==> src/rtl/bldc_adc_spi.sv <==
// bldc_adc_spi: SPI front end for an 8-channel, 12-bit serial ADC (ADC128S022 class).
// Accepts one-channel commands. Runs one 16-bit SPI frame per command (mode 3,
// SCLK idles high). Returns the 12-bit result tagged with its channel number.
// The ADC is pipelined by one frame, so each result belongs to the channel that
// was addressed in the previous frame.
//
// Ports:
//   clk, rst              system clock, synchronous active-high reset
//   cmd_vld_i, cmd_ch_i   command valid / channel (only [2:0] are used)
//   cmd_ready_o           high while idle; a command is taken on vld & ready
//   rsp_vld_o/sop/eop     one-cycle result pulse (sop and eop mirror vld)
//   rsp_ch_o, rsp_data_o  result channel and data, held until the next result
//   spi_cs_n_o, spi_sclk_o, spi_mosi_o, spi_miso_i   ADC serial interface
//
// state       | meaning
// ST_IDLE     | cs_n high, waiting for a command
// ST_CS_SETUP | cs_n low for CLK_DIV cycles before the first SCLK fall
// ST_SHIFT    | 32 SCLK half-periods, low phase first
// ST_CS_HOLD  | cs_n high for CLK_DIV cycles; the result is issued on entry
module bldc_adc_spi #(
  parameter int unsigned CLK_DIV = 4
) (
  input  logic        clk,
  input  logic        rst,
  input  logic        cmd_vld_i,
  input  logic [4:0]  cmd_ch_i,
  output logic        cmd_ready_o,
  output logic        rsp_vld_o,
  output logic        rsp_sop_o,
  output logic        rsp_eop_o,
  output logic [4:0]  rsp_ch_o,
  output logic [11:0] rsp_data_o,
  output logic        spi_cs_n_o,
  output logic        spi_sclk_o,
  output logic        spi_mosi_o,
  input  logic        spi_miso_i
);

  typedef enum logic [1:0] {ST_IDLE, ST_CS_SETUP, ST_SHIFT, ST_CS_HOLD} state_t;

  localparam logic [7:0] DIV_LOAD = 8'(CLK_DIV - 1);

  state_t      state, state_nxt;
  logic [7:0]  div_cnt, div_cnt_nxt;
  logic [4:0]  ph_cnt, ph_cnt_nxt;
  logic [15:0] tx_sr, tx_sr_nxt;
  logic [15:0] rx_sr, rx_sr_nxt;
  logic [2:0]  ch_lat, ch_lat_nxt;
  logic [2:0]  prev_ch, prev_ch_nxt;
  logic        cs_n_nxt, sclk_nxt, mosi_nxt, ready_nxt, rsp_vld_nxt;
  logic [4:0]  rsp_ch_nxt;
  logic [11:0] rsp_data_nxt;
  logic        div_done;

  assign div_done  = (div_cnt == 8'd0);
  assign rsp_sop_o = rsp_vld_o;
  assign rsp_eop_o = rsp_vld_o;

  always_comb begin
    state_nxt    = state;
    div_cnt_nxt  = div_cnt;
    ph_cnt_nxt   = ph_cnt;
    tx_sr_nxt    = tx_sr;
    rx_sr_nxt    = rx_sr;
    ch_lat_nxt   = ch_lat;
    prev_ch_nxt  = prev_ch;
    cs_n_nxt     = spi_cs_n_o;
    sclk_nxt     = spi_sclk_o;
    mosi_nxt     = spi_mosi_o;
    ready_nxt    = 1'b0;
    rsp_vld_nxt  = 1'b0;
    rsp_ch_nxt   = rsp_ch_o;
    rsp_data_nxt = rsp_data_o;
    unique case (state)
      ST_IDLE: begin
        if (cmd_vld_i) begin
          state_nxt   = ST_CS_SETUP;
          div_cnt_nxt = DIV_LOAD;
          ch_lat_nxt  = cmd_ch_i[2:0];
          cs_n_nxt    = 1'b0;
        end else begin
          ready_nxt = 1'b1;
        end
      end
      ST_CS_SETUP: begin
        if (div_done) begin
          state_nxt   = ST_SHIFT;
          div_cnt_nxt = DIV_LOAD;
          ph_cnt_nxt  = 5'd31;
          sclk_nxt    = 1'b0;
          tx_sr_nxt   = {2'b00, ch_lat, 11'd0};
          mosi_nxt    = 1'b0;
        end else begin
          div_cnt_nxt = div_cnt - 8'd1;
        end
      end
      ST_SHIFT: begin
        if (div_done) begin
          div_cnt_nxt = DIV_LOAD;
          // odd half-periods are the low phases; leaving one is the SCLK rise
          if (ph_cnt[0]) begin
            sclk_nxt   = 1'b1;
            rx_sr_nxt  = {rx_sr[14:0], spi_miso_i};
            ph_cnt_nxt = ph_cnt - 5'd1;
          end else if (ph_cnt == 5'd0) begin
            state_nxt    = ST_CS_HOLD;
            cs_n_nxt     = 1'b1;
            mosi_nxt     = 1'b0;
            rsp_vld_nxt  = 1'b1;
            rsp_data_nxt = rx_sr[11:0];
            rsp_ch_nxt   = {2'b00, prev_ch};
            prev_ch_nxt  = ch_lat;
          end else begin
            sclk_nxt   = 1'b0;
            mosi_nxt   = tx_sr[14];
            tx_sr_nxt  = {tx_sr[14:0], 1'b0};
            ph_cnt_nxt = ph_cnt - 5'd1;
          end
        end else begin
          div_cnt_nxt = div_cnt - 8'd1;
        end
      end
      ST_CS_HOLD: begin
        if (div_done) begin
          state_nxt = ST_IDLE;
          ready_nxt = 1'b1;
        end else begin
          div_cnt_nxt = div_cnt - 8'd1;
        end
      end
      default: state_nxt = ST_IDLE;
    endcase
  end

  always_ff @(posedge clk) begin
    if (rst) begin
      state       <= ST_IDLE;
      div_cnt     <= 8'd0;
      ph_cnt      <= 5'd0;
      tx_sr       <= 16'd0;
      rx_sr       <= 16'd0;
      ch_lat      <= 3'd0;
      prev_ch     <= 3'd0;
      spi_cs_n_o  <= 1'b1;
      spi_sclk_o  <= 1'b1;
      spi_mosi_o  <= 1'b0;
      cmd_ready_o <= 1'b1;
      rsp_vld_o   <= 1'b0;
      rsp_ch_o    <= 5'd0;
      rsp_data_o  <= 12'd0;
    end else begin
      state       <= state_nxt;
      div_cnt     <= div_cnt_nxt;
      ph_cnt      <= ph_cnt_nxt;
      tx_sr       <= tx_sr_nxt;
      rx_sr       <= rx_sr_nxt;
      ch_lat      <= ch_lat_nxt;
      prev_ch     <= prev_ch_nxt;
      spi_cs_n_o  <= cs_n_nxt;
      spi_sclk_o  <= sclk_nxt;
      spi_mosi_o  <= mosi_nxt;
      cmd_ready_o <= ready_nxt;
      rsp_vld_o   <= rsp_vld_nxt;
      rsp_ch_o    <= rsp_ch_nxt;
      rsp_data_o  <= rsp_data_nxt;
    end
  end

endmodule

==> config.mk <==
export PLATFORM = sky130hd
export DESIGN_NAME = bldc_adc_spi
export DESIGN_NICKNAME = d
export VERILOG_FILES = /design/src/rtl/bldc_adc_spi.sv
export SDC_FILE = /design/constraint.sdc
export NUM_CORES = 1
export LEC_CHECK = 0
export ABC_AREA = 1
export CAP_MARGIN = 40
export CORE_MARGIN = 3
export CORE_UTILIZATION = 50
export DETAILED_ROUTE_END_ITERATION = 12
export DONT_BUFFER_PORTS = 1
export PLACE_DENSITY = 0.71
export SLEW_MARGIN = 40
export SYNTH_ARGS = -nofsm -noshare
export SYNTH_HDL_FRONTEND = slang
export SYNTH_SLANG_ARGS = --single-unit
export TNS_END_PERCENT = 100
==> constraint.sdc <==
create_clock -name clk -period 2 [get_ports clk]
set_input_delay 0.4 -clock clk [delete_from_list [all_inputs] [get_ports clk]]
set_output_delay 0.4 -clock clk [all_outputs]
set_load 0.005 [all_outputs]
# Yosys cells after proc, flatten, opt, wreduce, memory -nomap -nowiden
# Index checks and enable logic that the tools add are counted.
[classes]
add_sub_neg = 2
eq_ne = 12
muxes = 39
bitwise = 3
n_reduce_logical = 17
[ops]
columns = ["cell", "n"]
rows = [
  ["$mux 15", 4],
  ["$pmux 15 s2", 1],
  ["$mux 8", 3],
  ["$pmux 8 s3", 1],
  ["$mux 5", 4],
  ["$ne 2x2->1 const B", 8],
  ["$mux 1", 14],
  ["$mux 2", 6],
  ["$reduce_and 4->1", 3],
  ["$pmux 5 s2", 1],
  ["$reduce_and 5->1", 2],
  ["$logic_not 8->1", 1],
  ["$pmux 1 s2", 4],
  ["$pmux 2 s4", 1],
  ["$sub 8x1->8 const B", 1],
  ["$reduce_and 3->1", 2],
  ["$reduce_and 6->1", 1],
  ["$logic_not 5->1", 1],
  ["$sub 5x1->5 const B", 1],
  ["$eq 2x2->1 const B", 2],
  ["$reduce_and 2->1", 2],
  ["$reduce_bool 2->1", 2],
  ["$reduce_or 4->1", 1],
  ["$ne 3x3->1 const B", 1],
  ["4 further kinds", 6],
]
[word_totals]
regBits = 68
in_bits = 9
output_inout_bits = 24
wordCells = 88

# Longest topological paths before layout
# Gate-level depths: netlist of run 1.
[depth]
word_depth = 5
ltp_mapped = 11
mapped_depth_nobuf = 11

# Worst setup path before layout of run 1
# No wires, ideal clock.
[synth_timing]
kind = "register to register"
startpoint = "register state[0]"
endpoint = "register tx_sr[14]"
setup_time_ns = 0.128
t_arrival_ns = 1.467
t_required_ns = 1.872
path_slack_ns = 0.405
stages_incl_launch_ff = 10
n_path_buf = 1
period_less_slack_ns = 1.595
path_cell_list = "dfxtp_1 -> inv_1 -> ha_1 -> buf_2 -> nand2_1 -> o21ai_0 -> nor2_2 -> o21ai_0 -> nand2_1 -> nor2_1"
[synth_between]
elab_chain_len = 3
word_cells_on_any_way = 9
classes_between = "eq/ne: 6; mux: 1; reduce/logical: 2"
[synth_lines]
columns = ["element", "line", "rtl"]
rows = [
  ["from (decl)", "43", "state_t state, state_nxt;"],
  ["from (signal assigned)", "152", "state <= state_nxt;"],
  ["$eq 2x2->1 / $eq 2x1->1 (equally long branches)", "74", "unique case (state)"],
  ["$ne 2x2->1 (no source line) / $reduce_bool 2->1 (equally long branches)", "-", ""],
  ["$reduce_and 5->1 (no source line)", "-", ""],
  ["to (signal assigned)", "155", "tx_sr <= tx_sr_nxt;"],
  ["to (decl)", "46", "logic [15:0] tx_sr, tx_sr_nxt;"],
]
# Parallel ways exist; a longest one is shown, timed or not.
# A chain may end at the register's enable or synchronous reset.

# Final worst setup path of run 1
[layout_timing]
startpoint = "register state[0]"
endpoint = "register rx_sr[0]"
[layout_between]
elab_chain_len = 2
[layout_lines]
columns = ["element", "line", "rtl"]
rows = [
  ["$eq 2x2->1", "74", ""],
  ["$reduce_and 3->1 (no source line)", "-", ""],
  ["to (signal assigned)", "156", "rx_sr <= rx_sr_nxt;"],
  ["to (decl)", "47", "logic [15:0] rx_sr, rx_sr_nxt;"],
]
# Every way passes these cells.

==> results.ini, run 1 <==
[clock_tree]
cts_tree = done
root_buffer = clkbuf_8
cts.clk_slew.worst_paths_ps = 70
cts_max_level = 3
clk_path_buf_depth = 2
clock-sinks = 57
clk_latency_ps = 330
cts_made_buffers = 9

[logic_synthesis]
synth_top_family_by_area = simple AND/OR/NAND/NOR gates
avgSynthCellArea_um2 = 7.260
synth_top_area_cell = dfxtp_1
ys_ff_latch = 57
synth_cells = 360
synth-xor-area-share_pct = 0.3351
synth.area.mux_share_pct = 0.3830
synth-simple-area-share_pct = 27.53
yosysWarnings = 0
synthesis.area_um2 = 2614
synthAdderAreaFrac_pct = 3.351
synth_area_leaders = dfxtp_1, nor2_1, nand2_1
seq_area_frac_synth_pct = 43.66
synth.distinct_cells = 30
synth_top_area_share_pct = 43.66
synth_compound_area_share_pct = 14.70

[detailed_routing]
vias = 2192
viasPerCell = 4.982
drtIter0Drc = 159
drtPass1Iterations = 4
wl_per_cell_um = 11.72
drtAntennaViolNets = 0
drc = 0
wirelength_um = 5158

[grt]
grt_max_degree = 17
first_global_vias = 1903
grt_usage_pct = 17.85
overflow = 0
grt_pass1_wl_um = 8721
antenna_found_initial = 0

[min_path]
hp-start = rst
hold_path.class = in -> reg

[setup_path]
crit_start = state[0]$_SDFFE_PP0P_
start_kind = flip-flop
cpMaxStageDelayCell = dfxtp_1
max_stage_delay_ps = 340
reg2reg_slack_ps = 240
cp_cell_sequence = inv_1 -> ha_1 -> buf_4 -> nand2_1 -> nor2_8 -> inv_4 -> o21ai_0 -> a21oi_1
crit_fanout = 16
r2r_start = state[0]$_SDFFE_PP0P_
criticalPathCategory = reg -> reg
crit_path_end_kind = flip-flop
critical_path_arrival_ps = 1970
cp.required_ps = 2210

[timing]
hold_viol = 0
grt_setup_unrepaired = false
hold_ws_ps = 127.1
skew_ps = 7.867
maxSlewViolCount = 0
min_period_ps = 1761
fmax_mhz = 567.9
fin_setup_tns_ps = 0
final-setup-viol-count = 0
fin_crit_sh_pct = 88.04

[layout]
post_layout_nonfiller_instances = 440
fin_nets = 384
multi_input_area_um2 = 1217
fin_area_um2 = 2907
register_area_um2 = 1141
num_antenna_cells = 0
drive_gt1_share_pct = 11.80
fillers = 474
area_growth_syn_to_layout_pct = 11.20

[place]
place_area_um2 = 2661
placed_cells = 420
dp_hpwl_um = 3531
place.gp.congestion = 0.8245
numPortBuffers = 0

[power]
finalPower_mw = 4.606
leakage_nw = 1.341
powerDensity_nw_per_um2 = 1585
max-vdd-ir-drop_mv = 0.7536

[flow_run]
drv_cap = 0

[floorplanning]
dieArea_um2 = 6131
initial_core_util_pct = 53.56
rows = 25
ioPinCount = 33
coreArea_um2 = 4880
fp.dieW_um = 78.30
die_h_um = 78.30

[run_status]
status = completed

## per-stage QoR
step / setup WS (ps) / util (%)
finish: 239.2 / 59.56
global route: 37.91 / 59.56
CTS: 215.6 / 58.95
detailed placement: 239.6 / 54.54
global placement: 261.4 / 54.54
floorplan: 405.5 / -
## placed cells by master (no fill, tap or decap), drive strengths merged
cell type,count
a211oi,2
a21oi,25
buf,10
bufinv,1
clkbuf,12
clkinv,1
clkinvlp,2
conb,2
dfxtp,57
ha,7
inv,45
mux2i,1
nand2,55
nand3,13
nand3b,1
nand4,5
nor2,83
nor3,2
o211ai,1
o21ai,46
o22ai,1
xor2,1
## power by group
group / switching (mW) / leakage, nW / total, mW / internal, mW
Sequential: 0.215 / 0.464 / 1.63 / 1.42
Combinational: 1.18 / 0.773 / 1.84 / 0.657
Clock: 0.458 / 0.105 / 1.13 / 0.675
## worst max-delay path, delay by kind of cell, from the launching register on
family | cells | cell delay (ps)
flops | 1 | 340
buf+inv | 3 | 400
compound gates | 2 | 290
fa+ha+maj | 1 | 190
simple gates | 2 | 410
## routing by layer
| metal | wire (um) | part of all wire, % | GRT usage, % | vias to the layer above |
|---|---|---|---|---|
| met1 | 2513 | 49 | 24.07 | 966 |
| li1 | - | - | - | 1166 |
| met4 | 72 | 1.4 | 7.343 | 0 |
| met2 | 2242 | 43 | 26.46 | 51 |
| met5 | 0 | 0 | 0 | - |
| met3 | 331 | 6.4 | 5.505 | 9 |
## synthesized netlist by cell type (all sizes together)
library cell	count
o22ai	1
nor2	83
inv	45
a21oi	25
conb	1
a211oi	2
buf	9
nand3b	1
nor3	2
ha	7
o21ai	46
xor2	1
o211ai	1
mux2i	1
nand2	55
nand4	5
dfxtp	57
clkbuf	5
nand3	13
## flip-flops by register name (all words and copies together), names as in the netlist
register and flops:
prev_ch 3, state 2, rsp_data_o 12, rsp_ch_o 3
tx_sr 4, spi_mosi_o 1, div_cnt 8, ch_lat 3
spi_cs_n_o 1, ph_cnt 5, spi_sclk_o 1, cmd_ready_o 1
rx_sr 12, rsp_eop_o 1
## cell type report
cell class              count  share of cell area, %
flip-flops and latches     57                  39.26
well taps                  67                  2.884
clock buffers              12                  5.682
clock inverters             4                  1.722
multi-input cells         245                  41.89
inverters                  45                  5.984
repair buffers             10                  2.583
## worst paths after layout
kind,to,cells after the start
max,rx_sr[0]$_SDFFE_PP0P_,8
min,ph_cnt[2]$_SDFFE_PP0P_,1
max reg2reg,rx_sr[0]$_SDFFE_PP0P_,8
min reg2reg,tx_sr[13]$_SDFFE_PP0P_,2
## kinds of logic (layout without fill, tap and decap cells)
logic type,after synthesis,count (layout)
flip-flops,57,57
AO/OA/AOI/OAI,75,75
buffers and inverters,59,71
other,1,2
AND/OR/NAND/NOR,159,159
XOR/XNOR,1,1
adder cells (fa/ha/maj),7,7
multiplexers,1,1
## what timing repair did
item | in CTS | in global routing
hold buffers | 0 | 0
setup endpoints to repair | 0 | 3
setup buffers | 0 | 4
gates resized for setup | 0 | 0
No activity file was read; power rests on OpenSTA's default activity.
==> run 2: changes to the inputs <==
--- a/config.mk
+++ b/config.mk
@@ -5,7 +5,7 @@
 export SDC_FILE = /design/constraint.sdc
 export NUM_CORES = 1
 export LEC_CHECK = 0
-export ABC_AREA = 1
+export ABC_AREA = 0
 export CAP_MARGIN = 40
 export CORE_MARGIN = 3
 export CORE_UTILIZATION = 50
==> results.ini, run 2 <==
[setup_path]
cp_cell_sequence = inv_2 -> ha_2 -> or3b_4 -> buf_4 -> nor4_4 -> buf_4 -> clkbuf_16 -> nand2_1 -> a21oi_1
reg2reg_slack_ps = 30
rr_worst_depth = 9
criticalPathCategory = reg -> reg
cp.depth = 9
worst_path_most_repeated_cell = buf_4
crit_fanout = 9
crit_path_end_kind = flip-flop
r2r_start = div_cnt[1]$_SDFFE_PP0N_
cp_top_family = simple AND/OR/NAND/NOR gates
start_kind = flip-flop
cpMaxStageDelayCell = or3b_4
max_stage_delay_ps = 410
regToRegEndpoint = rsp_data_o[2]$_SDFFE_PP0P_
critical_path_arrival_ps = 2240
cp.required_ps = 2270
crit_buf_inv = 4

[layout]
fin_util_pct = 62.22
reg_top3 = rsp_data_o (12), rx_sr (12), div_cnt (8)
num_antenna_cells = 0
area_growth_syn_to_layout_pct = 19.24
final_cell_mix = dfxtp_1, nand2_1, a21oi_1, buf_4, nor2_1
layout_commonest_cell = dfxtp_1
fin_area_um2 = 2978
drive_gt1_share_pct = 21.02
fin_nets = 325

[logic_synthesis]
ys_ff_latch = 57
seq_area_frac_synth_pct = 45.69
synth_top_area_cell = dfxtp_1
avgSynthCellArea_um2 = 8.702
synth-edff-count = 0
synth_top_area_share_pct = 45.69
yosysWarnings = 0
ys.flop_type = dfxtp_1
synth_cells = 287
synthesis.area_um2 = 2497
yosysMostFrequentCell = dfxtp_1
synth_common_cells = dfxtp_1, nand2_1, a21oi_1
ys_async_sr_fraction_pct = 0
synth_area_leaders = dfxtp_1, nand2_1, a21oi_1
synth.distinct_cells = 49

[min_path]
hp-start = rst
min_path_cells = 1
hold_path.class = in -> reg
worst_hold_path.endpoint = ph_cnt[4]$_SDFFE_PP0P_

[grt]
antenna_found_initial = 0
first_global_vias = 2025
grt_max_degree = 50
grt_usage_pct = 19.54
overflow = 0
grt_pass1_wl_um = 9211

[floorplanning]
ioPinCount = 33
die_h_um = 76.68
coreArea_um2 = 4786
initial_core_util_pct = 52.18
dieArea_um2 = 5879
rows = 25
fp.dieW_um = 76.68

[timing]
setup_ws_ps = 26.47
slew_headroom_pct = 59.42
fin_crit_sh_pct = 98.68
hold_viol = 0
final-setup-viol-count = 0
min_period_ps = 1974
worst_slew_pin_slew_ps = 604.6
skew_ps = 5.617
maxSlewViolCount = 0
fmax_mhz = 506.7

[power]
max-vdd-ir-drop_mv = 0.7301
p_sw_mw = 1.781
p_seq_share_pct = 30.4
clkPwrFrac_pct = 23.4
power_switching_share_pct = 37.01
comb_power_share_pct = 46.2
leakage_nw = 1.163
powerDensity_nw_per_um2 = 1616
p_int_mw = 3.031

[place]
place.gp.congestion = 0.8225
place_area_um2 = 2694
pre_cts_slack_ps = 15.88
dp_hpwl_um = 3668
numPortBuffers = 0

[detailed_routing]
drtAntennaViolNets = 0
vias = 2118
drc = 0
viasPerCell = 5.559
wl_per_cell_um = 14.55
drtPass1Iterations = 4
wirelength_um = 5545
drtIter0Drc = 150

[clock_tree]
cts_tree = done
cts_max_level = 3
clock-sinks = 57
cts_made_buffers = 9
hold_buffers = 0
clk_path_buf_depth = 2
clk_latency_ps = 340
root_buffer = clkbuf_8
cts.clk_slew.worst_paths_ps = 60

[flow_run]
drv_cap = 0

[run_status]
status = completed

[run 2: cell types whose count changed after synthesis, moves of 6 or more]
| cell | change |
|---|---|
| nor2_1 | -51 |
| o21ai_1 | -19 |
| mux2i_1 | +14 |
| o21ai_0 | -19 |
| nor3_1 | +6 |
| a21oi_1 | +9 |
| inv_1 | -30 |
[run 2: worst max-delay path by stage]
stage          slack [ps]               startpoint                          to
2_1_floorplan         -10   ph_cnt[0]$_SDFFE_PP0P_  rsp_data_o[0]$_SDFFE_PP0P_
3_3_place_gp           50    state[0]$_SDFFE_PP0P_      tx_sr[12]$_SDFFE_PP0P_
3_5_place_dp           20    state[0]$_SDFFE_PP0P_      tx_sr[12]$_SDFFE_PP0P_
4_1_cts                40  div_cnt[1]$_SDFFE_PP0N_     spi_mosi_o$_SDFFE_PP0P_
5_1_grt               -30  div_cnt[1]$_SDFFE_PP0N_     prev_ch[0]$_SDFFE_PP0P_
6_report               30  div_cnt[1]$_SDFFE_PP0N_  rsp_data_o[2]$_SDFFE_PP0P_
[run 2: repair_timing]
action                     in CTS  in global routing
setup buffers                   0                  2
gates cloned                    0                  1
resized for setup               2                 11
setup endpoints to repair       3                 16
pin swaps                       0                  8
[run 2: power by group through the flow]
stage                     sequential, mW  clock (mW)  combinational, mW
after global routing                1.49        1.20               2.42
after CTS                           1.45        1.15               2.10
after floorplan                     1.46           0               1.46
final                               1.46        1.13               2.22
after global placement              1.47           0               2.02
after detailed placement            1.47           0               2.06
[run 2: area by class of cell]
| type | count | area, um^2 |
|---|---|---|
| fill | 405 | 1808 |
| multi-input combinational | 205 | 1271 |
| tap | 67 | 83.83 |
| inverter | 10 | 37.54 |
| clock buffer | 12 | 165.2 |
| timing repair buffer | 26 | 225.2 |
| sequential | 57 | 1145 |
| clock inverter | 4 | 50.05 |
[run 2: through the flow]
| step | power, mW | hold slack (ps) | TNS, ps | cells |
|---|---|---|---|---|
| floorplan | 2.916 | 432.1 | -105.9 | 288 |
| global placement | 3.483 | 435.2 | 0 | 362 |
| detailed placement | 3.533 | 440.3 | 0 | 362 |
| CTS | 4.706 | 111.6 | 0 | 378 |
| global route | 5.106 | 114.6 | -271.2 | 381 |
| finish | 4.812 | 132.4 | 0 | 381 |
[run 2: metal layers]
| metal | part of all wire, % | global-route usage [%] |
|---|---|---|
| met5 | 0 | 0 |
| met3 | 5.1 | 8.099 |
| met4 | 1.5 | 6.703 |
| met1 | 48 | 24.98 |
| met2 | 46 | 29.70 |
[run 2: worst register-to-register path, cell delays in order (launching register included)]
cell and delay, ps:
dfxtp_2 320, inv_2 50, ha_2 170, or3b_4 410, buf_4 160, nor4_4 260, buf_4 190, clkbuf_16 160
nand2_1 50, a21oi_1 140
[run 2: cell families after synthesis]
kind of cell / synth area share (%)
AO/OA/AOI/OAI: 16.88
XOR/XNOR: 0.7015
adder cells (fa/ha/maj): 3.507
buffers and inverters: 5.111
flip-flops: 45.69
multiplexers: 6.012
other: 0.1502
AND/OR/NAND/NOR: 21.94
==> run 3: changes to the inputs <==
--- a/config.mk
+++ b/config.mk
@@ -5,14 +5,12 @@
 export SDC_FILE = /design/constraint.sdc
 export NUM_CORES = 1
 export LEC_CHECK = 0
-export ABC_AREA = 0
 export CAP_MARGIN = 40
 export CORE_MARGIN = 3
 export CORE_UTILIZATION = 50
 export DETAILED_ROUTE_END_ITERATION = 12
 export DONT_BUFFER_PORTS = 1
 export PLACE_DENSITY = 0.71
-export SLEW_MARGIN = 40
 export SYNTH_ARGS = -nofsm -noshare
 export SYNTH_HDL_FRONTEND = slang
 export SYNTH_SLANG_ARGS = --single-unit
==> results of run 3 <==
Final layout, timing and power as in run 2 (identical DEF).
